--- src/rtl/lsu_data_port_if.sv ---
// Data-memory bus between the load/store unit (master) and the memory (slave).
// One request is outstanding at a time; mem_ready both accepts and completes it.
interface lsu_data_port_if;
  logic        mem_req;
  logic        mem_we;
  logic [31:0] mem_addr;
  logic [3:0]  mem_wstrb;
  logic [31:0] mem_wdata;
  logic [31:0] mem_rdata;
  logic        mem_ready;

  modport master (
    output mem_req,
    output mem_we,
    output mem_addr,
    output mem_wstrb,
    output mem_wdata,
    input  mem_rdata,
    input  mem_ready
  );

  modport slave (
    input  mem_req,
    input  mem_we,
    input  mem_addr,
    input  mem_wstrb,
    input  mem_wdata,
    output mem_rdata,
    output mem_ready
  );
endinterface

--- src/rtl/lsu_data_port.sv ---
// RV32I load/store unit: one data-memory transaction per request, with lane
// placement for stores, sign/zero extension for loads and error reporting.
module lsu_data_port #(
  parameter int unsigned TIMEOUT = 16
) (
  input  logic            clk,
  input  logic            rst_n,
  input  logic            req_valid,
  input  logic            req_we,
  input  logic [2:0]      req_funct3,
  input  logic [31:0]     req_addr,
  input  logic [31:0]     req_wdata,
  output logic            busy,
  output logic            done,
  output logic [31:0]     load_data,
  output logic            err_misalign,
  output logic            err_illegal,
  output logic            err_bus,
  lsu_data_port_if.master mem
);
  typedef enum logic [1:0] {IDLE, ACCESS, DONE} state_t;

  localparam logic [7:0] LAST_WAIT = 8'(TIMEOUT - 1);

  state_t      state_reg;
  logic [7:0]  wait_cnt_reg;
  logic [2:0]  funct3_reg;
  logic [1:0]  offset_reg;
  logic        busy_reg;
  logic        done_reg;
  logic        err_misalign_reg;
  logic        err_illegal_reg;
  logic        err_bus_reg;
  logic [31:0] load_data_reg;
  logic        mem_req_reg;
  logic        mem_we_reg;
  logic [31:0] mem_addr_reg;
  logic [3:0]  mem_wstrb_reg;
  logic [31:0] mem_wdata_reg;

  logic [1:0]  req_size;
  logic [1:0]  req_offset;
  logic        req_illegal;
  logic        req_misalign;
  logic [31:0] lane_wdata;
  logic [3:0]  lane_wstrb;

  assign req_size   = req_funct3[1:0];
  assign req_offset = req_addr[1:0];

  // Loads allow B/H/W plus the unsigned B/H forms; stores only B/H/W.
  assign req_illegal = req_we ? (req_funct3[2] || (req_size == 2'b11))
                              : ((req_size == 2'b11) || (req_funct3 == 3'b110));

  assign req_misalign = ((req_size == 2'b01) && req_addr[0]) ||
                        ((req_size == 2'b10) && (req_offset != 2'b00));

  for (genvar gi = 0; gi < 4; gi++) begin : g_lane
    assign lane_wdata[8*gi +: 8] =
        (req_size == 2'b00) ? req_wdata[7:0] :
        (req_size == 2'b01) ? req_wdata[8*(gi%2) +: 8] :
                              req_wdata[8*gi +: 8];

    assign lane_wstrb[gi] =
        (req_size == 2'b00) ? (req_offset == 2'(gi)) :
        (req_size == 2'b01) ? (req_offset[1] == 1'(gi/2)) :
                              1'b1;
  end

  // Lane selection for loads uses the offset latched at accept time.
  logic [15:0] rd_half;
  logic [7:0]  rd_byte;
  logic [31:0] load_ext;

  assign rd_half = offset_reg[1] ? mem.mem_rdata[31:16] : mem.mem_rdata[15:0];
  assign rd_byte = offset_reg[0] ? rd_half[15:8] : rd_half[7:0];

  always_comb begin
    case (funct3_reg)
      3'b000:  load_ext = {{24{rd_byte[7]}}, rd_byte};
      3'b100:  load_ext = {24'd0, rd_byte};
      3'b001:  load_ext = {{16{rd_half[15]}}, rd_half};
      3'b101:  load_ext = {16'd0, rd_half};
      default: load_ext = mem.mem_rdata;
    endcase
  end

  always_ff @(posedge clk or negedge rst_n) begin
    if (!rst_n) begin
      state_reg        <= IDLE;
      wait_cnt_reg     <= 8'd0;
      funct3_reg       <= 3'd0;
      offset_reg       <= 2'd0;
      busy_reg         <= 1'b0;
      done_reg         <= 1'b0;
      err_misalign_reg <= 1'b0;
      err_illegal_reg  <= 1'b0;
      err_bus_reg      <= 1'b0;
      load_data_reg    <= 32'd0;
      mem_req_reg      <= 1'b0;
      mem_we_reg       <= 1'b0;
      mem_addr_reg     <= 32'd0;
      mem_wstrb_reg    <= 4'd0;
      mem_wdata_reg    <= 32'd0;
    end else begin
      case (state_reg)
        IDLE: begin
          if (req_valid) begin
            funct3_reg <= req_funct3;
            offset_reg <= req_offset;
            busy_reg   <= 1'b1;
            if (req_illegal) begin
              state_reg       <= DONE;
              done_reg        <= 1'b1;
              err_illegal_reg <= 1'b1;
            end else if (req_misalign) begin
              state_reg        <= DONE;
              done_reg         <= 1'b1;
              err_misalign_reg <= 1'b1;
            end else begin
              state_reg     <= ACCESS;
              wait_cnt_reg  <= 8'd0;
              mem_req_reg   <= 1'b1;
              mem_we_reg    <= req_we;
              mem_addr_reg  <= {req_addr[31:2], 2'b00};
              mem_wstrb_reg <= req_we ? lane_wstrb : 4'd0;
              mem_wdata_reg <= lane_wdata;
            end
          end
        end

        ACCESS: begin
          if (mem.mem_ready) begin
            state_reg   <= DONE;
            done_reg    <= 1'b1;
            mem_req_reg <= 1'b0;
            if (!mem_we_reg) begin
              load_data_reg <= load_ext;
            end
          end else if (wait_cnt_reg == LAST_WAIT) begin
            // Abort: load_data keeps the previous result.
            state_reg   <= DONE;
            done_reg    <= 1'b1;
            err_bus_reg <= 1'b1;
            mem_req_reg <= 1'b0;
          end else begin
            wait_cnt_reg <= wait_cnt_reg + 8'd1;
          end
        end

        DONE: begin
          state_reg        <= IDLE;
          busy_reg         <= 1'b0;
          done_reg         <= 1'b0;
          err_misalign_reg <= 1'b0;
          err_illegal_reg  <= 1'b0;
          err_bus_reg      <= 1'b0;
        end

        default: begin
          state_reg <= IDLE;
          busy_reg  <= 1'b0;
        end
      endcase
    end
  end

  assign busy          = busy_reg;
  assign done          = done_reg;
  assign load_data     = load_data_reg;
  assign err_misalign  = err_misalign_reg;
  assign err_illegal   = err_illegal_reg;
  assign err_bus       = err_bus_reg;
  assign mem.mem_req   = mem_req_reg;
  assign mem.mem_we    = mem_we_reg;
  assign mem.mem_addr  = mem_addr_reg;
  assign mem.mem_wstrb = mem_wstrb_reg;
  assign mem.mem_wdata = mem_wdata_reg;
endmodule
--- src/flat_wrapper.sv ---
// flat-port wrapper written by rule: the top's interface ports become plain ports
module lsu_data_port_flat 
#(
  parameter int unsigned TIMEOUT = 16
)
  (clk, rst_n, req_valid, req_we, req_funct3, req_addr, req_wdata, busy, done, load_data, err_misalign, err_illegal, err_bus, mem_mem_req, mem_mem_we, mem_mem_addr, mem_mem_wstrb, mem_mem_wdata, mem_mem_rdata, mem_mem_ready);
  lsu_data_port_if mem_i ();
  input  logic clk;
  input  logic rst_n;
  input  logic req_valid;
  input  logic req_we;
  input  logic [2:0] req_funct3;
  input  logic [31:0] req_addr;
  input  logic [31:0] req_wdata;
  output logic busy;
  output logic done;
  output logic [31:0] load_data;
  output logic err_misalign;
  output logic err_illegal;
  output logic err_bus;
  output wire logic [$bits(mem_i.mem_req)-1:0] mem_mem_req;
  output wire logic [$bits(mem_i.mem_we)-1:0] mem_mem_we;
  output wire logic [$bits(mem_i.mem_addr)-1:0] mem_mem_addr;
  output wire logic [$bits(mem_i.mem_wstrb)-1:0] mem_mem_wstrb;
  output wire logic [$bits(mem_i.mem_wdata)-1:0] mem_mem_wdata;
  input wire logic [$bits(mem_i.mem_rdata)-1:0] mem_mem_rdata;
  input wire logic [$bits(mem_i.mem_ready)-1:0] mem_mem_ready;
  assign mem_mem_req = mem_i.mem_req;
  assign mem_mem_we = mem_i.mem_we;
  assign mem_mem_addr = mem_i.mem_addr;
  assign mem_mem_wstrb = mem_i.mem_wstrb;
  assign mem_mem_wdata = mem_i.mem_wdata;
  assign mem_i.mem_rdata = mem_mem_rdata;
  assign mem_i.mem_ready = mem_mem_ready;
  lsu_data_port #(.TIMEOUT(TIMEOUT)) u_core (.clk(clk), .rst_n(rst_n), .req_valid(req_valid), .req_we(req_we), .req_funct3(req_funct3), .req_addr(req_addr), .req_wdata(req_wdata), .busy(busy), .done(done), .load_data(load_data), .err_misalign(err_misalign), .err_illegal(err_illegal), .err_bus(err_bus), .mem(mem_i));
endmodule
--- config.mk ---
export PLATFORM = sky130hd
export DESIGN_NAME = lsu_data_port_flat
export DESIGN_NICKNAME = d
export VERILOG_FILES = /design/src/rtl/lsu_data_port_if.sv /design/src/rtl/lsu_data_port.sv /design/src/flat_wrapper.sv
export SDC_FILE = /design/constraint.sdc
export NUM_CORES = 1
export LEC_CHECK = 0
export CAP_MARGIN = 20
export CELL_PAD_IN_SITES_DETAIL_PLACEMENT = 2
export CELL_PAD_IN_SITES_GLOBAL_PLACEMENT = 2
export CORE_MARGIN = 4
export CORE_UTILIZATION = 27
export CTS_CLUSTER_SIZE = 40
export DETAILED_ROUTE_END_ITERATION = 10
export GPL_TIMING_DRIVEN = 0
export MAX_ROUTING_LAYER = met4
export PLACE_DENSITY = 0.76
export SETUP_SLACK_MARGIN = 0.5
export SYNTH_ARGS = -nofsm -noshare
export SYNTH_HDL_FRONTEND = slang
export SYNTH_SLANG_ARGS = --single-unit
--- constraint.sdc ---
create_clock -name clk -period 2.2 [get_ports clk]
set_input_delay 0.44 -clock clk [delete_from_list [all_inputs] [get_ports clk]]
set_output_delay 0.44 -clock clk [all_outputs]
set_load 0.01 [all_outputs]
==> results.tsv, run 1 <==
stage	metric	value	unit
floorplan	dieWidth	152	µm
routing	wl_met2	13.7	mm
worst_setup_path	cp-startpoint	u_core.wait_cnt_reg[0]	
worst_setup_path	cp-end-kind	flop	
timing	finalCritPeriodShare	88.0	%
worst_setup_path	r2r-start	u_core.wait_cnt_reg[0]	
pwr	p_leak	4.32	nW
timing	clock_skew	8.51	ps
routing	routedWlPerCell	24.2	µm
routing	first_iter_violations	235	
placement	port_buffers	206	
routing	wl_met3	1.87	mm
synth	async_flop_share	100	%
synth	synth_area_leader_cell	dfrtp_1	
synth	post_synth.cell_area_avg	10.9	µm²
floorplan	die_y	152	µm
job	cap_violations	0	
timing	hold_violations	0	
min_path	min_from	req_addr[1]	
routing	detail-route-antenna-nets	0	
global_route	grt_util_all_layers	20.4	%
worst_setup_path	arrival	2240	ps
timing	relSlewSlack	36.1	%
timing	max_freq	516	MHz
routing	vias	5470	
clock_network	insertion_delay	420	ps
finish	layout.cells.non_filler	1070	
timing	rsz0062_at_grt	true	
finish	syn2layout_area_growth	72.6	%
global_route	globalRouteOverflowTotal	0	
worst_setup_path	worstReg2RegEnd	u_core.wait_cnt_reg[7]	
synth	synth_seq_cells	120	
clock_network	cts_max_level	4	
min_path	hp-class	in -> reg	
floorplan	rows	52	
floorplan	io_pins	211	
finish	nNetsFinal	890	
timing	fin_hold_ws	411	ps
clock_network	cts_tree	built	
synth	syn_area	0.00564	mm²
synth	ys.warnings.count	0	
clock_network	clkSlewWorstSetupHoldPaths	50	ps
pwr	power	0.0113	W
clock_network	cts_buffers	17	
timing	min_period	1940	ps
synth	synth_ff_type	dfrtp_1	
clock_network	cts_buffer_depth	2	
global_route	first_global_vias	6207	
pwr	max-vdd-ir-drop	581	µV
timing	drv_slew	0	
timing	setup_viol	0	
global_route	antenna_found_initial	2	
floorplan	die_area	0.0232	mm²
placement	dp.final_hpwl	17.0	mm
routing	wl_met1	9.65	mm
synth	seq_area_frac_synth	53.3	%
synth	synth_top_area_share	53.3	%
placement	dp_cells	997	
timing	worstMarginPinSlew	954	ps
worst_setup_path	worstRegToRegCells	7	
finish	post-route-util	47.8	%
routing	drtPass1Iterations	4	
routing	wl	25.9	mm
routing	via_per_inst	5.11	
floorplan	start_util	27.7	%
routing	dr.max_layer_used	met4	
global_route	grt_pass1_wl	36.4	mm
global_route	grt_max_degree	94	
placement	place_congestion	0.829	
synth	ys_top_cells_by_area	dfrtp_1 53%, mux2_2 10%, mux2i_1 5.0%	
worst_setup_path	crit_required	2510	ps
placement	placedInstanceArea	0.00807	mm²
worst_setup_path	r2r_slack	260	ps
synth	ys_types	54	
synth	synthCells	519	
worst_setup_path	path_class	reg -> reg	
finish	drive_gt1_share	31.6	%
floorplan	core_area	0.0204	mm²
worst_setup_path	cp_max_fo	6	
synth	synth_edf_count	0	
run_status	status	finished clean	
routing	route.detailed.drc	0	
finish	finalInstanceArea	0.00973	mm²
worst_setup_path	worstSetupEndpoint	u_core.wait_cnt_reg[7]	
clock_network	cts_num_sinks	120	
clock_network	cts-root-buf	clkbuf_16	
worst_setup_path	cp-start-kind	flop	
finish	n_fill_cell	2053	
pwr	p_per_area	1160	mW/mm²
logic make-up (layout without fill, tap and decap cells):
logic type,Yosys count,count (layout),synth area share [%]
AO/OA/AOI/OAI,137,137,15.9
other,1,5,0.0665
flip-flops,120,120,53.3
buffers and inverters,42,319,3.42
AND/OR/NAND/NOR,139,139,11.7
adder cells (fa/ha/maj),1,1,0.222
multiplexers,79,79,15.4
how the worst min path moves through the flow:
stage,slack [ps],cells after the start,end
floorplan,140,0,u_core.busy
global placement,460,2,u_core.mem.mem_wdata[22]
detailed placement,330,1,u_core.mem.mem_wdata[0]
CTS,440,2,u_core.mem.mem_wdata[7]
global route,440,3,u_core.offset_reg[1]
finish,410,3,u_core.offset_reg[1]
power by group:
| part | switching, W | internal, W | leakage (nW) |
|---|---|---|---|
| logic | 0.00231 | 0.00224 | 2.57 |
| registers | 0.000650 | 0.00309 | 1.45 |
| clock network | 0.00108 | 0.00190 | 0.302 |
per-layer routing:
metal,vias to the layer above,GRT usage [%]
met5,-,-
met4,0,5.39
met3,44,8.38
met2,205,35.6
met1,2812,21.6
li1,2409,-
repair_timing:
action                     in CTS  in global routing
gates cloned                    0                  5
gates resized for setup       190                169
setup buffers                  14                 19
hold buffers                    1                  0
hold endpoints to repair       27                  0
setup endpoints to repair     215                102
pin swaps                      14                 34
cells in the final DEF (no fill, tap or decap), types with 4 or more instances in the layout:
master and count:
dfrtp_1 119, dlygate4sd2_1 111, clkdlybuf4s50_1 92, nor2_1 55, mux2_2 50, a21oi_1 35, mux2i_1 28, buf_4 26
nand2_1 22, clkbuf_16 21, buf_6 20, o21ai_2 18, a22o_1 17, nand2_2 15, o21ai_1 15, nand2_4 14
a21oi_2 10, a221oi_4 7, a222oi_1 7, o21ai_0 7, clkbuf_1 6, buf_8 6, buf_12 6, clkbuf_8 5
buf_2 4, clkbuf_2 4, nor3_1 4
area by class of cell:
class,count,area [µm²],share of cell area [%]
diodes,3,7.51,0.0772
plain buffers,38,372,3.82
clock buffers,21,480,4.94
clock inverters,10,141,1.45
inverters,4,17.5,0.180
multi-input cells,358,2980,30.7
flip-flops and latches,120,3000,30.9
well taps,270,338,3.47
repair buffers,246,2380,24.5
through the flow:
step	setup WS (ps)	setup TNS (ps)
finish	264	0
global route	234	0
CTS	265	0
detailed placement	-461	-34300
global placement	-4240	-536260
floorplan	346	0
worst max-delay path: stages, from the launching register on:
cell and delay, ps:
dfrtp_2 450, ha_4 180, and3_4 180, buf_8 120, and3_4 150, buf_6 130
or3_4 350, a211o_1 260
synth_stat cells (all sizes together) (4+ instances only):
cell      n
a21oi    45
a221oi   10
a222oi    7
a22o     18
and3      4
buf      18
clkbuf   20
dfrtp   120
mux2     50
mux2i    28
nand2    51
nor2     55
nor2b     4
nor3      5
nor3b     4
o21ai    41
o41ai     4
Power figures use the tool's default switching activity.
==> inputs of run 2 (changes only) <==
Settings changed: CTS_CLUSTER_SIZE 40 to 30.
==> results of run 2 <==
No change in the layout: final DEF, timing and power equal those of run 1.
